==> config.mk <==
export PLATFORM = sky130hd
export DESIGN_NAME = twiddle_cmult_pipe_flat
export DESIGN_NICKNAME = d
export VERILOG_FILES = /design/src/rtl/twiddle_cmult_pipe_pkg.sv /design/src/rtl/twiddle_cmult_pipe_if.sv /design/src/rtl/cmult_round_sat.sv /design/src/rtl/twiddle_cmult_pipe.sv /design/src/flat_wrapper.sv
export SDC_FILE = /design/constraint.sdc
export NUM_CORES = 2
export LEC_CHECK = 0
export ABC_CLOCK_PERIOD_IN_PS = 8200
export CAP_MARGIN = 20
export CORE_MARGIN = 3
export CORE_UTILIZATION = 40
export CTS_BUF_LIST = sky130_fd_sc_hd__clkbuf_4 sky130_fd_sc_hd__clkbuf_8
export DETAILED_ROUTE_END_ITERATION = 8
export HOLD_SLACK_MARGIN = 0.1
export PLACE_DENSITY_LB_ADDON = 0.12
export SKIP_CTS_REPAIR_TIMING = 1
export SYNTH_ARGS = -nofsm -noshare
export SYNTH_HDL_FRONTEND = slang
export SYNTH_SLANG_ARGS = --single-unit
==> constraint.sdc <==
create_clock -name clk -period 8.2 [get_ports clk]
set_input_delay 0.82 -clock clk [delete_from_list [all_inputs] [get_ports clk]]
set_output_delay 0.82 -clock clk [all_outputs]
set_load 0.01 [all_outputs]
==> src/rtl/twiddle_cmult_pipe_pkg.sv <==
// rtl/twiddle_cmult_pipe_pkg.sv - shared constants for the twiddle complex multiplier
package twiddle_cmult_pipe_pkg;

  localparam int DEF_DATA_W   = 22;
  localparam int DEF_TW_W     = 16;
  localparam int DEF_TAG_W    = 10;
  localparam int PIPE_LATENCY = 4;

  // Twiddles are Q1.(TW_W-1), so products carry TW_W-1 fraction bits.
  function automatic int frac_shift(input int tw_w);
    return tw_w - 1;
  endfunction

  function automatic int prod_w(input int data_w, input int tw_w);
    return data_w + tw_w + 2;
  endfunction

endpackage

==> src/rtl/twiddle_cmult_pipe_if.sv <==
// rtl/twiddle_cmult_pipe_if.sv - sample/twiddle input and product output handshake bundle
interface twiddle_cmult_pipe_if
  import twiddle_cmult_pipe_pkg::*;
#(
  parameter int DATA_W = DEF_DATA_W,
  parameter int TW_W   = DEF_TW_W,
  parameter int TAG_W  = DEF_TAG_W
);

  logic                     in_valid;
  logic                     in_ready;
  logic signed [DATA_W-1:0] in_re;
  logic signed [DATA_W-1:0] in_im;
  logic signed [TW_W-1:0]   tw_re;
  logic signed [TW_W-1:0]   tw_im;
  logic                     in_conj;
  logic                     in_round;
  logic [TAG_W-1:0]         in_tag;
  logic                     out_valid;
  logic                     out_ready;
  logic signed [DATA_W-1:0] out_re;
  logic signed [DATA_W-1:0] out_im;
  logic [TAG_W-1:0]         out_tag;
  logic                     ovf;
  logic                     ovf_clr;

  modport master (
    output in_valid, in_re, in_im, tw_re, tw_im, in_conj, in_round, in_tag,
    output out_ready, ovf_clr,
    input  in_ready, out_valid, out_re, out_im, out_tag, ovf
  );

  modport slave (
    input  in_valid, in_re, in_im, tw_re, tw_im, in_conj, in_round, in_tag,
    input  out_ready, ovf_clr,
    output in_ready, out_valid, out_re, out_im, out_tag, ovf
  );

endinterface

==> src/rtl/cmult_round_sat.sv <==
// rtl/cmult_round_sat.sv - optional round-half-up, arithmetic shift and saturation with clip flag
module cmult_round_sat #(
  parameter int IN_W  = 41,
  parameter int OUT_W = 22,
  parameter int SHIFT = 15
) (
  input  logic signed [IN_W-1:0]  x,
  input  logic                    rnd,
  output logic signed [OUT_W-1:0] y,
  output logic                    clip
);

  localparam logic signed [IN_W:0] ROUND_K = (IN_W+1)'(1) << (SHIFT-1);
  localparam logic signed [IN_W:0] MAX_V   = {{(IN_W-OUT_W+2){1'b0}}, {(OUT_W-1){1'b1}}};
  localparam logic signed [IN_W:0] MIN_V   = {{(IN_W-OUT_W+2){1'b1}}, {(OUT_W-1){1'b0}}};

  logic signed [IN_W:0] biased;
  logic signed [IN_W:0] shifted;

  always_comb begin
    biased = (IN_W+1)'(x);
    if (rnd) begin
      biased = biased + ROUND_K;
    end
    shifted = biased >>> SHIFT;
    clip    = 1'b1;
    if (shifted > MAX_V) begin
      y = {1'b0, {(OUT_W-1){1'b1}}};
    end else if (shifted < MIN_V) begin
      y = {1'b1, {(OUT_W-1){1'b0}}};
    end else begin
      y    = shifted[OUT_W-1:0];
      clip = 1'b0;
    end
  end

endmodule

==> src/rtl/twiddle_cmult_pipe.sv <==
// rtl/twiddle_cmult_pipe.sv - 4-stage flow-controlled three-multiplier complex twiddle product
module twiddle_cmult_pipe
  import twiddle_cmult_pipe_pkg::*;
#(
  parameter int DATA_W = DEF_DATA_W,
  parameter int TW_W   = DEF_TW_W,
  parameter int TAG_W  = DEF_TAG_W
) (
  input logic                 clk,
  input logic                 rst_n,
  twiddle_cmult_pipe_if.slave bus
);

  localparam int PW = prod_w(DATA_W, TW_W);
  localparam int SW = PW + 1;

  logic                     en;
  logic                     v1, v2, v3, out_valid_q;
  logic signed [DATA_W-1:0] a1, b1;
  logic signed [TW_W-1:0]   c1;
  logic signed [TW_W:0]     d1, d_in;
  logic                     r1, r2, r3;
  logic [TAG_W-1:0]         t1, t2, t3, out_tag_q;
  logic signed [DATA_W:0]   pre1;
  logic signed [TW_W+1:0]   tsum1, tdiff1;
  logic signed [PW-1:0]     m0, m1, m2;
  logic signed [SW-1:0]     re3, im3;
  logic signed [DATA_W-1:0] y_re, y_im, out_re_q, out_im_q;
  logic                     clip_re, clip_im, ovf_q;

  // Whole pipeline advances together; a held output freezes every stage.
  assign en           = !out_valid_q || bus.out_ready;
  assign bus.in_ready = en;

  assign d_in   = bus.in_conj ? -(TW_W+1)'(bus.tw_im) : (TW_W+1)'(bus.tw_im);
  assign pre1   = (DATA_W+1)'(a1) + (DATA_W+1)'(b1);
  assign tsum1  = (TW_W+2)'(c1) + (TW_W+2)'(d1);
  assign tdiff1 = (TW_W+2)'(d1) - (TW_W+2)'(c1);

  always_ff @(posedge clk or negedge rst_n) begin
    if (!rst_n) begin
      v1 <= 1'b0; v2 <= 1'b0; v3 <= 1'b0; out_valid_q <= 1'b0;
      a1 <= '0; b1 <= '0; c1 <= '0; d1 <= '0;
      m0 <= '0; m1 <= '0; m2 <= '0;
      re3 <= '0; im3 <= '0;
      r1 <= 1'b0; r2 <= 1'b0; r3 <= 1'b0;
      t1 <= '0; t2 <= '0; t3 <= '0;
      out_re_q <= '0; out_im_q <= '0; out_tag_q <= '0;
    end else if (en) begin
      v1 <= bus.in_valid;
      a1 <= bus.in_re;
      b1 <= bus.in_im;
      c1 <= bus.tw_re;
      d1 <= d_in;
      r1 <= bus.in_round;
      t1 <= bus.in_tag;

      v2 <= v1;
      m0 <= PW'(c1) * PW'(pre1);
      m1 <= PW'(a1) * PW'(tdiff1);
      m2 <= PW'(b1) * PW'(tsum1);
      r2 <= r1;
      t2 <= t1;

      v3  <= v2;
      re3 <= SW'(m0) - SW'(m2);
      im3 <= SW'(m0) + SW'(m1);
      r3  <= r2;
      t3  <= t2;

      out_valid_q <= v3;
      out_re_q    <= y_re;
      out_im_q    <= y_im;
      out_tag_q   <= t3;
    end
  end

  // A set on the same edge as a clear wins, so an overflow is never lost.
  always_ff @(posedge clk or negedge rst_n) begin
    if (!rst_n) begin
      ovf_q <= 1'b0;
    end else if (en && v3 && (clip_re || clip_im)) begin
      ovf_q <= 1'b1;
    end else if (bus.ovf_clr) begin
      ovf_q <= 1'b0;
    end
  end

  cmult_round_sat #(.IN_W(SW), .OUT_W(DATA_W), .SHIFT(frac_shift(TW_W))) u_sat_re (
    .x    (re3),
    .rnd  (r3),
    .y    (y_re),
    .clip (clip_re)
  );

  cmult_round_sat #(.IN_W(SW), .OUT_W(DATA_W), .SHIFT(frac_shift(TW_W))) u_sat_im (
    .x    (im3),
    .rnd  (r3),
    .y    (y_im),
    .clip (clip_im)
  );

  assign bus.out_valid = out_valid_q;
  assign bus.out_re    = out_re_q;
  assign bus.out_im    = out_im_q;
  assign bus.out_tag   = out_tag_q;
  assign bus.ovf       = ovf_q;

endmodule

==> src/flat_wrapper.sv <==
// flat-port wrapper written by rule: the top's interface ports become plain ports
module twiddle_cmult_pipe_flat import twiddle_cmult_pipe_pkg::*;
#(
  parameter int DATA_W = DEF_DATA_W,
  parameter int TW_W   = DEF_TW_W,
  parameter int TAG_W  = DEF_TAG_W
)
  (clk, rst_n, bus_in_valid, bus_in_re, bus_in_im, bus_tw_re, bus_tw_im, bus_in_conj, bus_in_round, bus_in_tag, bus_out_ready, bus_ovf_clr, bus_in_ready, bus_out_valid, bus_out_re, bus_out_im, bus_out_tag, bus_ovf);
  twiddle_cmult_pipe_if #(.DATA_W(DATA_W), .TW_W(TW_W), .TAG_W(TAG_W)) bus_i ();
  input logic clk;
  input logic rst_n;
  input wire logic [$bits(bus_i.in_valid)-1:0] bus_in_valid;
  input wire logic [$bits(bus_i.in_re)-1:0] bus_in_re;
  input wire logic [$bits(bus_i.in_im)-1:0] bus_in_im;
  input wire logic [$bits(bus_i.tw_re)-1:0] bus_tw_re;
  input wire logic [$bits(bus_i.tw_im)-1:0] bus_tw_im;
  input wire logic [$bits(bus_i.in_conj)-1:0] bus_in_conj;
  input wire logic [$bits(bus_i.in_round)-1:0] bus_in_round;
  input wire logic [$bits(bus_i.in_tag)-1:0] bus_in_tag;
  input wire logic [$bits(bus_i.out_ready)-1:0] bus_out_ready;
  input wire logic [$bits(bus_i.ovf_clr)-1:0] bus_ovf_clr;
  output wire logic [$bits(bus_i.in_ready)-1:0] bus_in_ready;
  output wire logic [$bits(bus_i.out_valid)-1:0] bus_out_valid;
  output wire logic [$bits(bus_i.out_re)-1:0] bus_out_re;
  output wire logic [$bits(bus_i.out_im)-1:0] bus_out_im;
  output wire logic [$bits(bus_i.out_tag)-1:0] bus_out_tag;
  output wire logic [$bits(bus_i.ovf)-1:0] bus_ovf;
  assign bus_i.in_valid = bus_in_valid;
  assign bus_i.in_re = bus_in_re;
  assign bus_i.in_im = bus_in_im;
  assign bus_i.tw_re = bus_tw_re;
  assign bus_i.tw_im = bus_tw_im;
  assign bus_i.in_conj = bus_in_conj;
  assign bus_i.in_round = bus_in_round;
  assign bus_i.in_tag = bus_in_tag;
  assign bus_i.out_ready = bus_out_ready;
  assign bus_i.ovf_clr = bus_ovf_clr;
  assign bus_in_ready = bus_i.in_ready;
  assign bus_out_valid = bus_i.out_valid;
  assign bus_out_re = bus_i.out_re;
  assign bus_out_im = bus_i.out_im;
  assign bus_out_tag = bus_i.out_tag;
  assign bus_ovf = bus_i.ovf;
  twiddle_cmult_pipe #(.DATA_W(DATA_W), .TW_W(TW_W), .TAG_W(TAG_W)) u_core (.clk(clk), .rst_n(rst_n), .bus(bus_i));
endmodule
==> results list <==
* Outcome: complete, no violations
- Between clock sinks in the finished design, the worst skew comes to 0.0458 ns.
- Clock tree from TritonCTS: yes
- Data on the critical path arrives at its endpoint at 8.69 ns.
* Number of routed nets with antenna violations: 0
* Final period utilization: roughly 100%
* Count of H-tree levels built during CTS: 3
- After synthesis, the mean cell area works out to 8.91 µm².
- The initial antenna violation count came to 8.
- Synth cell types: 93
- Setup slack on the critical path of the routed design comes to between 0.07 and 0.08 ns.
- Area of the die: 157000 µm²
* Post-layout nets: between 8000 and 9000
* CTS sink count: roughly 340
* Weighted congestion reported at the end of routability-driven placement: 0.909
- The via count of the first global-routing pass was 49500.
* Number of register bits inferred by synthesis: 342
* Highest clock rate: around 120 MHz
- Together, buffers and inverters on the worst path number 8.
- Reg2Reg Setup Slack: 0.07 ns
* Setup crit end kind: flip-flop
- Fraction of registers with async set or reset after synthesis: between 90% and 100%
* Data required time at the worst endpoint: 8.76 ns
- In this run the critical register-to-register path is launched from u_core.b1[0].
- Worst path max stage delay: 0.54 ns
- The most used flip-flop cell after synthesis is dfrtp_1.
- The count of pins over their slew limit is 0.
- Core area: 150000 µm²
- Setup violations remaining at the end of the flow were counted as 0.
* Utilization after layout: 47.4%
- The HPWL after detailed placement is 156000 µm.
- Drt total wl: between 150000 and 200000 µm
* Synthesized area: 60800 µm²
* Final Hold Vio Count: 0
* Detailed-routing iteration count for the pre-antenna-repair pass: 5
* Slew Limit Headroom: 23.0%
- Broken down by cell family, the worst path's largest delay share belongs to adder cells.
- In the synthesized netlist, the number of instances is 6832.
- During I/O placement, the number of pins put on the boundary was 150.
- Total global routing track utilization: approximately 24%
- Post-layout min period: 8.13 ns
* Cell at the root of the clock tree: clkbuf_8
- In this run the worst path has a maximum fanout of 6.
- The total overflow left after global routing is 0.
- At the placement stage, the worst setup path has a slack of -0.210 ns.
* Library cell appearing most often on the critical path: fa_1
- The path class of the tightest hold or removal check is input port to async pin.
- Pin count of the biggest net entering global routing: 175
- Share of the yosys chip area belonging to registers: 14.1%
* DIE HEIGHT: 396 µm
- Relative to the synthesized area, the layout overhead comes to 17.2%.
* Clock latency of the later-clocked register in the worst-skew pair: 0.73 ns
- Synthesis produced a netlist with a net count of 8509.
- IO Port Bufs: 149
* Timing startpoint of the critical path: u_core.b1[0]
* Post-detailed-route wirelength per cell: 20.4 µm
- For the pin with the worst max-slew slack, the measured transition is roughly 1.1 ns.
- Die X-Extent: 396 µm
- Crit path kind: flip-flop to flip-flop
* Via count: approximately 47000
- After filler insertion, the fill cell instance count of the layout stands at 14700.
- DRC violations left: 0
* Startpoint kind of the worst setup timing path: flip-flop
* Ys Warns: 0
- In the layout the commonest cells are inv_1 (1306), nand2_1 (1146), fa_1 (1130), buf_4 (444), ha_1 (399).
* Initial drt markers: 2569
* Standard cell with the maximum stage delay on the critical path: fa_1
- Clock-pin slew was measured on the worst setup and hold paths at 0.06 ns.
- Number of synthesized flops with an enable pin: 0
* Vias per cell: 5.02
- The library cell used most frequently in the layout, excluding fill and tap cells, is inv_1.
* Share of post-route cells with drive strength above 1: 12.9%
- For this configuration, the core starts out at a cell density of 40.4%.
* Global-route wire length before repair: 295000 µm
- Max clock buf depth: 3
- Number of buffers created by CTS: 70
* Max-capacitance violation count: 0
* Total number of placement rows: roughly 140
- Setup repair after global routing could not meet its margin everywhere.
[registers in the layout (all words and copies together), names as in the netlist, 22 cells and up]
| register | cells |
|---|---|
| u_core.b1 | 22 |
| u_core.m2 | 40 |
| u_core.bus.out_im | 22 |
| u_core.a1 | 22 |
| u_core.m1 | 40 |
| u_core.re3 | 27 |
| u_core.im3 | 27 |
| u_core.bus.out_re | 22 |
| u_core.m0 | 39 |
[per-stage QoR]
stage	setup TNS (ns)	hold slack, ns	instances	area [µm²]
6_report	0	0.177	9324	71300
2_1_floorplan	0	0.439	6832	60800
3_5_place_dp	-3.47	0.455	9144	67600
4_1_cts	-3.75	0.137	9263	69100
3_3_place_gp	-1.86	0.449	9144	67600
5_1_grt	-4.15	0.190	9318	71300
[cell usage after synthesis, drive strengths merged, types with 28 or more instances]
library cell  instances  share of area (%)
a21oi               281                2.3
buf                  28               0.24
o21a                 40               0.49
a21o                 91                1.1
nand3                41               0.34
nand2              1161                7.2
dfrtp               342                 14
xnor2               158                2.3
nand2b              105                1.1
xor2                 96                1.4
o21bai               28               0.35
nor2b                73               0.75
ha                  435                8.9
nor2                261                1.6
o211ai               39               0.50
clkbuf              285                1.8
inv                1323                8.2
and2                350                3.6
nand4                32               0.34
o21ai               205                1.7
fa                 1149                 38
nor3                 30               0.26
[worst register-to-register path: cells and delay by family, from the launching register on]
family | cells | cell delay [ns]
adder cells (fa/ha/maj) | 9 | 3.78
XOR/XNOR | 2 | 0.32
buffers and inverters | 8 | 0.64
AO/OA/AOI/OAI | 13 | 2.37
flip-flops | 1 | 0.38
AND/OR/NAND/NOR | 3 | 0.45
[final timing paths]
| kind | end | cells past startpoint |
|---|---|---|
| hold reg to reg | u_core.t1[5] | 2 |
| min in group clk | u_core.t1[5] | 2 |
| setup / recovery | u_core.m0[37] | 35 |
| hold / removal | u_core.bus.out_tag[8] | 1 |
| max in group asynchronous | u_core.m1[23] | 3 |
| setup reg to reg | u_core.m0[37] | 35 |
[metal layers]
| layer | vias up | track usage [%] | share of wire (%) |
|---|---|---|---|
| met1 | 23700 | 33.6 | 44 |
| met5 | - | 0 | 0 |
| met3 | 283 | 4.22 | 6.3 |
| met4 | 0 | 6.97 | 3.4 |
| met2 | 1129 | 39.6 | 46 |
| li1 | 21600 | - | - |
[kinds of logic after synthesis]
family	after synthesis	share of synthesized area [%]
and+or+nand+nor	2162	16.4
buffers and inverters	1637	10.2
adders and majority gates	1584	46.8
AOI/OAI and AO/OA	842	8.72
DFF	342	14.1
xor gates and xnor gates	254	3.69
muxes	11	0.191
[layout make-up]
| type | instances | area (µm²) | area share [%] |
|---|---|---|---|
| Timing Repair Buffer | 658 | 5920 | 8.30 |
| Tap cell | 2016 | 2520 | 3.54 |
| Antenna cell | 12 | 30.0 | 0.0421 |
| Clock inverter | 17 | 170 | 0.239 |
| Sequential cell | 342 | 8560 | 12.0 |
| Inverter | 1324 | 4980 | 6.98 |
| Multi-Input combinational cell | 4853 | 47800 | 67.1 |
| Clock buffer | 102 | 1300 | 1.82 |
Power is left out: the tool's default activity adds up to more than one toggle a clock period on the data nets, which glitch-free logic cannot reach.
